## config.mk

```make
export PLATFORM = sky130hd
export DESIGN_NAME = ioctl_upload_responder
export DESIGN_NICKNAME = d
export VERILOG_FILES = /design/src/rtl/aznable_pkg.sv /design/src/rtl/ioctl_upload_responder.sv
export SDC_FILE = /design/constraint.sdc
export NUM_CORES = 1
export LEC_CHECK = 0
export BUFFER_PORTS_ARGS = -buffer_cell sky130_fd_sc_hd__buf_2
export CORE_MARGIN = 2
export CORE_UTILIZATION = 47
export CTS_BUF_LIST = sky130_fd_sc_hd__clkbuf_8
export DETAILED_ROUTE_END_ITERATION = 16
export PLACE_DENSITY = 0.82
export SKIP_CTS_REPAIR_TIMING = 1
export SLEW_MARGIN = 25
export SYNTH_ARGS = -nofsm -noshare
export SYNTH_HDL_FRONTEND = slang
export SYNTH_SLANG_ARGS = --single-unit
export TNS_END_PERCENT = 5
```

## constraint.sdc

```tcl
create_clock -name clk_sys -period 1.95 [get_ports clk_sys]
set_input_delay 0.0975 -clock clk_sys [delete_from_list [all_inputs] [get_ports clk_sys]]
set_output_delay 0.0975 -clock clk_sys [all_outputs]
set_load 0.02 [all_outputs]
```

## src/rtl/aznable_pkg.sv

```systemverilog
// -----------------------------------------------------------------------------
// aznable_pkg
// Shared definitions for the ioctl upload (save) path.
//   state_t     : responder FSM states
//   PAD_DEFAULT : byte returned for reads beyond the valid save region
// -----------------------------------------------------------------------------
package aznable_pkg;

   typedef enum logic [2:0] {
      IDLE,
      REQ,
      ARMED,
      FETCH,
      DONE
   } state_t;

   localparam logic [7:0] PAD_DEFAULT = 8'hFF;

endpackage : aznable_pkg

```

## src/rtl/ioctl_upload_responder.sv

```systemverilog
// -----------------------------------------------------------------------------
// ioctl_upload_responder
// Core-side responder for the HPS ioctl upload (save) path. Serves bytes from
// the save RAM to hps_io on each ioctl_rd, tracks a dirty flag from CPU writes
// and asks the HPS for an upload on save_req.
//
// Ports
//   clk_sys, reset_n   : system clock, asynchronous active-low reset
//   save_req           : 1-cycle request to upload the save RAM
//   cpu_wr             : CPU write strobe into the save region (sets dirty)
//   ioctl_upload       : hps_io upload active
//   ioctl_index        : hps_io current index
//   ioctl_rd           : hps_io read strobe (1 cycle)
//   ioctl_addr         : hps_io byte address
//   ioctl_din          : byte returned to hps_io (holds between reads)
//   ioctl_wait         : stall to hps_io while a byte is being fetched
//   ioctl_upload_req   : 1-cycle upload request pulse to hps_io
//   mem_addr, mem_rd   : save RAM read port request
//   mem_data           : save RAM read data, MEM_LATENCY cycles after mem_rd
//   dirty              : save RAM modified since the last completed upload
//   busy               : FSM not idle (system pauses the CPU on it)
// -----------------------------------------------------------------------------
module ioctl_upload_responder
   import aznable_pkg::*;
#(
   parameter logic [7:0]  INDEX       = 8'd5,
   parameter int          AW          = 13,
   parameter int          SIZE        = 8192,
   parameter int          MEM_LATENCY = 1,
   parameter logic [7:0]  PAD         = PAD_DEFAULT,
   parameter logic [23:0] TIMEOUT     = 24'd2400000
) (
   input  logic          clk_sys,
   input  logic          reset_n,
   input  logic          save_req,
   input  logic          cpu_wr,
   input  logic          ioctl_upload,
   input  logic [7:0]    ioctl_index,
   input  logic          ioctl_rd,
   input  logic [24:0]   ioctl_addr,
   output logic [7:0]    ioctl_din,
   output logic          ioctl_wait,
   output logic          ioctl_upload_req,
   output logic [AW-1:0] mem_addr,
   output logic          mem_rd,
   input  logic [7:0]    mem_data,
   output logic          dirty,
   output logic          busy
);

   localparam logic [31:0] SIZE_U   = 32'(SIZE);
   localparam logic [1:0]  LAT_LAST = 2'(MEM_LATENCY - 1);

   state_t      state, state_nx;
   logic [23:0] timer;
   logic [1:0]  lat_cnt;
   logic        wr_during;

   logic hit;
   logic in_range;
   logic rd_ok;
   logic fetch_go;
   logic pad_go;
   logic fetch_done;
   logic armed_entry;

   assign hit        = ioctl_upload && (ioctl_index == INDEX);
   assign in_range   = {7'd0, ioctl_addr} < SIZE_U;
   // Reads only count while armed; a stray ioctl_rd in any other state (or on
   // another index) must not stall hps_io or touch the RAM.
   assign rd_ok      = (state == ARMED) && ioctl_rd && hit;
   assign fetch_go   = rd_ok && in_range;
   assign pad_go     = rd_ok && !in_range;
   assign fetch_done = (state == FETCH) && (lat_cnt == LAT_LAST);

   // The RAM request is issued combinationally in the ioctl_rd cycle so the
   // byte is captured MEM_LATENCY cycles later, giving MEM_LATENCY+1 total.
   assign mem_rd     = fetch_go;
   assign mem_addr   = fetch_go ? ioctl_addr[AW-1:0] : '0;
   assign ioctl_wait = fetch_go || (state == FETCH);
   assign busy       = (state != IDLE);

   // Upload session start: wr_during restarts here, not on FETCH -> ARMED.
   assign armed_entry = (state_nx == ARMED) && ((state == IDLE) || (state == REQ));

   // NOTE: every combinational output gets a default before the case so no
   // path leaves it unassigned, which would otherwise infer a latch.
   always_comb begin
      state_nx = state;
      unique case (state)
         IDLE: begin
            // An HPS-initiated upload takes priority over a local request.
            if (hit)           state_nx = ARMED;
            else if (save_req) state_nx = REQ;
         end
         REQ: begin
            if (hit)                             state_nx = ARMED;
            else if (timer == TIMEOUT - 24'd1)   state_nx = IDLE;
         end
         ARMED: begin
            if (!hit)          state_nx = DONE;
            else if (fetch_go) state_nx = FETCH;
         end
         FETCH: begin
            // An abort mid-fetch still completes the fetch before DONE.
            if (fetch_done)    state_nx = hit ? ARMED : DONE;
         end
         DONE:    state_nx = IDLE;
         default: state_nx = IDLE;
      endcase
   end

   // NOTE: state is updated with non-blocking assignments so every register
   // samples the values from before the edge, independent of statement order.
   always_ff @(posedge clk_sys or negedge reset_n) begin
      if (!reset_n) begin
         state            <= IDLE;
         timer            <= '0;
         lat_cnt          <= '0;
         wr_during        <= 1'b0;
         dirty            <= 1'b0;
         ioctl_din        <= '0;
         ioctl_upload_req <= 1'b0;
      end else begin
         state            <= state_nx;
         ioctl_upload_req <= (state == IDLE) && (state_nx == REQ);

         if ((state == REQ) && (state_nx == REQ)) timer <= timer + 24'd1;
         else                                     timer <= '0;

         if ((state == FETCH) && !fetch_done) lat_cnt <= lat_cnt + 2'd1;
         else                                 lat_cnt <= '0;

         if (fetch_done)  ioctl_din <= mem_data;
         else if (pad_go) ioctl_din <= PAD;

         if (armed_entry)          wr_during <= 1'b0;
         else if (busy && cpu_wr)  wr_during <= 1'b1;

         // A write that landed during the upload (or in DONE itself) means
         // the saved image is stale, so dirty survives.
         if (state == DONE) dirty <= cpu_wr || wr_during;
         else if (cpu_wr)   dirty <= 1'b1;
      end
   end

endmodule : ioctl_upload_responder

```

==> metrics.md <==
| Metric | Value |
|---|---|
| Clock Tree Buf Depth | `2` |
| Number of fillers in the final layout | `366` |
| YS warnings | `0` |
| CTS tree | `done` |
| Layout cell share with drive strength beyond 1 | `approximately a third` |
| Syn Std Cell Area | `about 2100 µm²` |
| Reg2Reg Launch Point | `timer[3]` |
| Core ar. | `about 4400 µm²` |
| Critical path type | `register to primary output` |
| Worst EP arrival | `around 1.8 ns` |
| Ant. Diodes | `0` |
| Reg area | `~1000 µm²` |
| Height of the die | `71.47 µm` |
| Ys flop type | `dfrtp_1` |
| Via count of the routed design | `2039` |
| Post-synth top cells | `dfrtp_1, nor2_1, a21oi_1` |
| Pint | `~1.4 mW` |
| GPL Wtd Cong | `~0.77` |
| Sequential Power Share | `~50%` |
| Hold WS | `0.01939 ns` |
| RSZ-0062 raised after global routing | `true` |
| Slew HR | `about 72%` |
| Cell mode on critical path | `buf_4` |
| Rows | `24` |
| H-tree depth | `2` |
| Largest net degree at the start of global routing | `24` |
| Maximum vdd drop | `approximately 0.40 mV` |
| Slew Limit Fails | `0` |
| Slew @ Worst Pin | `0.4185 ns` |
| Net switching power figure | `roughly 0.54 mW` |
| Via-per-instance ratio | `5.556` |
| Post-DP HPWL | `between 3 and 4 mm` |
| Top area cells in the synthesized netlist | `dfrtp_1, nor2_1, a21oi_1` |
| R2R depth | `4` |
| Vias in the first global route | `slightly below 2000` |
| Post-synth top area share | `46.78%` |
| Critical Path End Type | `primary output` |
| Worst R2R End | `timer[23]` |
| DIE AREA | `5108 µm²` |
| Total negative slack | `0 ns` |
| First-pass GRT wire length | `roughly 8.3 mm` |
| Root buffer cell | `clkbuf_8` |
| End of the worst hold path | `dirty` |
| Status | `complete, no violations` |
| DR pass1 iterations | `4` |
| Register area share after synthesis | `a little under half` |
| Initial antenna violation count | `0` |
| Area of the multi-input gates | `around 1100 µm²` |
| Port bufs | `approximately 70` |
| Count leader, synth | `dfrtp_1` |
| Seq cells post-synth | `40` |
| Die width | `71.47 µm` |
| Syn_area_per_cell | `~9.2 µm²` |
| Yosys cell types | `42` |
| Period utilization | `96.78%` |
| Max FO, Critical Path | `14` |
| Synth Instances | `between 200 and 250` |
| Hold Crit Depth | `2` |
| Critical path data required time | `1.85 ns` |
| Routed wire length | `between 4 and 5 mm` |
| Total CTS buffers | `5` |
| Number of synthesized flops with an enable pin | `0` |
| Comb power frac | `between 10% and 20%` |
| Nature of the critical path startpoint | `register` |
| Switching fraction of total power | `27.35%` |
| Slowest stage cell, crit path | `dfrtp_1` |
| Starting Density | `a little under 50%` |
| DR DRC count | `0` |
| HP Start | `cpu_wr` |
| Worst-path clk slew | `about 0.080 ns` |
| Utilization after layout | `approximately 64%` |
| Antenna viol nets, final | `0` |
| Gr ovfl total | `0` |
| IO Count | `73` |
| Power Density | `708.4 nW/µm²` |
| Nets | `around 360` |
| Max-cap viol count | `0` |
| Final setup fails | `0` |
| Static leakage | `roughly 1.3 nW` |
| Worst Hold Class | `primary input to register` |
| Crit path time final | `about 1.9 ns` |
| Post-synthesis async set-or-reset flop share | `between 90% and 100%` |
| Clock sinks | `40` |
| Worst Skew | `between 0.007 and 0.008 ns` |
| Yosys top cell by area | `dfrtp_1` |
| Latest clock arrival within the worst-skew pair | `approximately 0.29 ns` |
| Final Hold Viols | `0` |
| Worst reg2reg setup slack | `0.07 ns` |
| Routed wire per std cell | `about 13 µm` |
| Clock power share | `33.1%` |
| Syn Nets | `approximately 280` |
| Largest stage delay, worst path | `0.42 ns` |
| All-Layer GR Usage | `20.51%` |
| Area grow syn2layout | `31.23%` |
| Initial DRC count | `98` |
| Worst path cell trace | `nor4bb_1 > nand4b_1 > nor3_2 > buf_4 > and2_1 > buf_4` |
| Fmax | `between 0.5 and 0.6 GHz` |
-- worst max-delay path: cells and delay by family (launching register included) --
kind	cells	cell delay, ns
buffers and inverters	2	0.32
DFF	1	0.42
and+or+nand+nor	4	0.75
-- state kept, by name (all words and copies together), names as in the netlist --
signal / flops
state: 3
ioctl_din: 8
dirty: 1
lat_cnt: 2
ioctl_upload_req: 1
wr_during: 1
timer: 24
-- kinds of logic (layout without fill, tap and decap cells) --
kind of cell | after synthesis | after routing | share of synthesized area (%)
xor+xnor | 12 | 12 | 4.912
buf+inv | 15 | 98 | 3.099
compound gates | 44 | 44 | 12.34
fa+ha+maj | 2 | 2 | 1.169
flops | 40 | 40 | 46.78
simple gates | 119 | 119 | 31.70
-- per-stage QoR --
step	power, mW	setup slack (ns)	instance area, µm²	std cells
3_3_place_gp	1.326	0.1254	2609	357
4_1_cts	2.009	0.007497	2716	365
6_report	1.989	0.06278	2808	367
5_1_grt	2.104	-0.1219	2808	367
2_1_floorplan	1.199	0.07184	2140	232
3_5_place_dp	1.343	0.06408	2609	357
-- how the worst max path moves through the flow --
stage / startpoint / to / slack (ns)
after floorplan: timer[0] / timer[2] / 0.07
after global placement: timer[3] / timer[21] / 0.13
after detailed placement: timer[0] / timer[22] / 0.06
after CTS: state[0] / mem_addr[3] / 0.007
after global routing: state[0] / mem_addr[3] / -0.12
final: state[0] / mem_addr[3] / 0.06
-- area by class of cell --
class / count / share of cell area [%]
Clock buffer: 5 / 2.451
Clock inverter: 3 / 1.381
Inverter: 6 / 0.8021
Multi-Input combinational cell: 177 / 38.59
Sequential cell: 40 / 35.70
Tap cell: 52 / 2.317
Timing Repair Buffer: 84 / 18.76
-- cell usage in the layout, fill, tap and decap left out, types with 2 or more instances in the layout --
master    instances
inv_1             7
xnor2_1           6
and2_1           14
nor3_1            4
nor2_1           29
o21ai_0           6
buf_4            17
nand2_1          12
o31ai_1           5
or3_1             3
dfrtp_1          39
nor2b_1           3
nor4_1            6
nand4_1          12
or3b_2            2
xor2_1            6
and3_1            2
clkbuf_8          5
nor4bb_1          2
buf_2            58
ha_1              2
or4_1             3
nor3b_1           4
a21oi_1          19
buf_6             7
nand3_1           8
o22ai_1           8
nor4b_1           2
or4_4             3
-- routing by layer --
metal	global-route usage, %	part of all wire, %
met5	0	0
met4	8.595	1.4
met3	4.501	6.4
met2	34.77	51
met1	25.27	42
-- power by group through the flow --
stage                     clock network (mW)  registers [mW]  logic (mW)
after floorplan                            0            1.02       0.177
after global routing                   0.712            1.02       0.371
after detailed placement                   0            1.02       0.322
after global placement                     0            1.01       0.313
final                                  0.657            1.01       0.322
after CTS                              0.678            1.01       0.325
No activity file was read; power rests on OpenSTA's default activity.
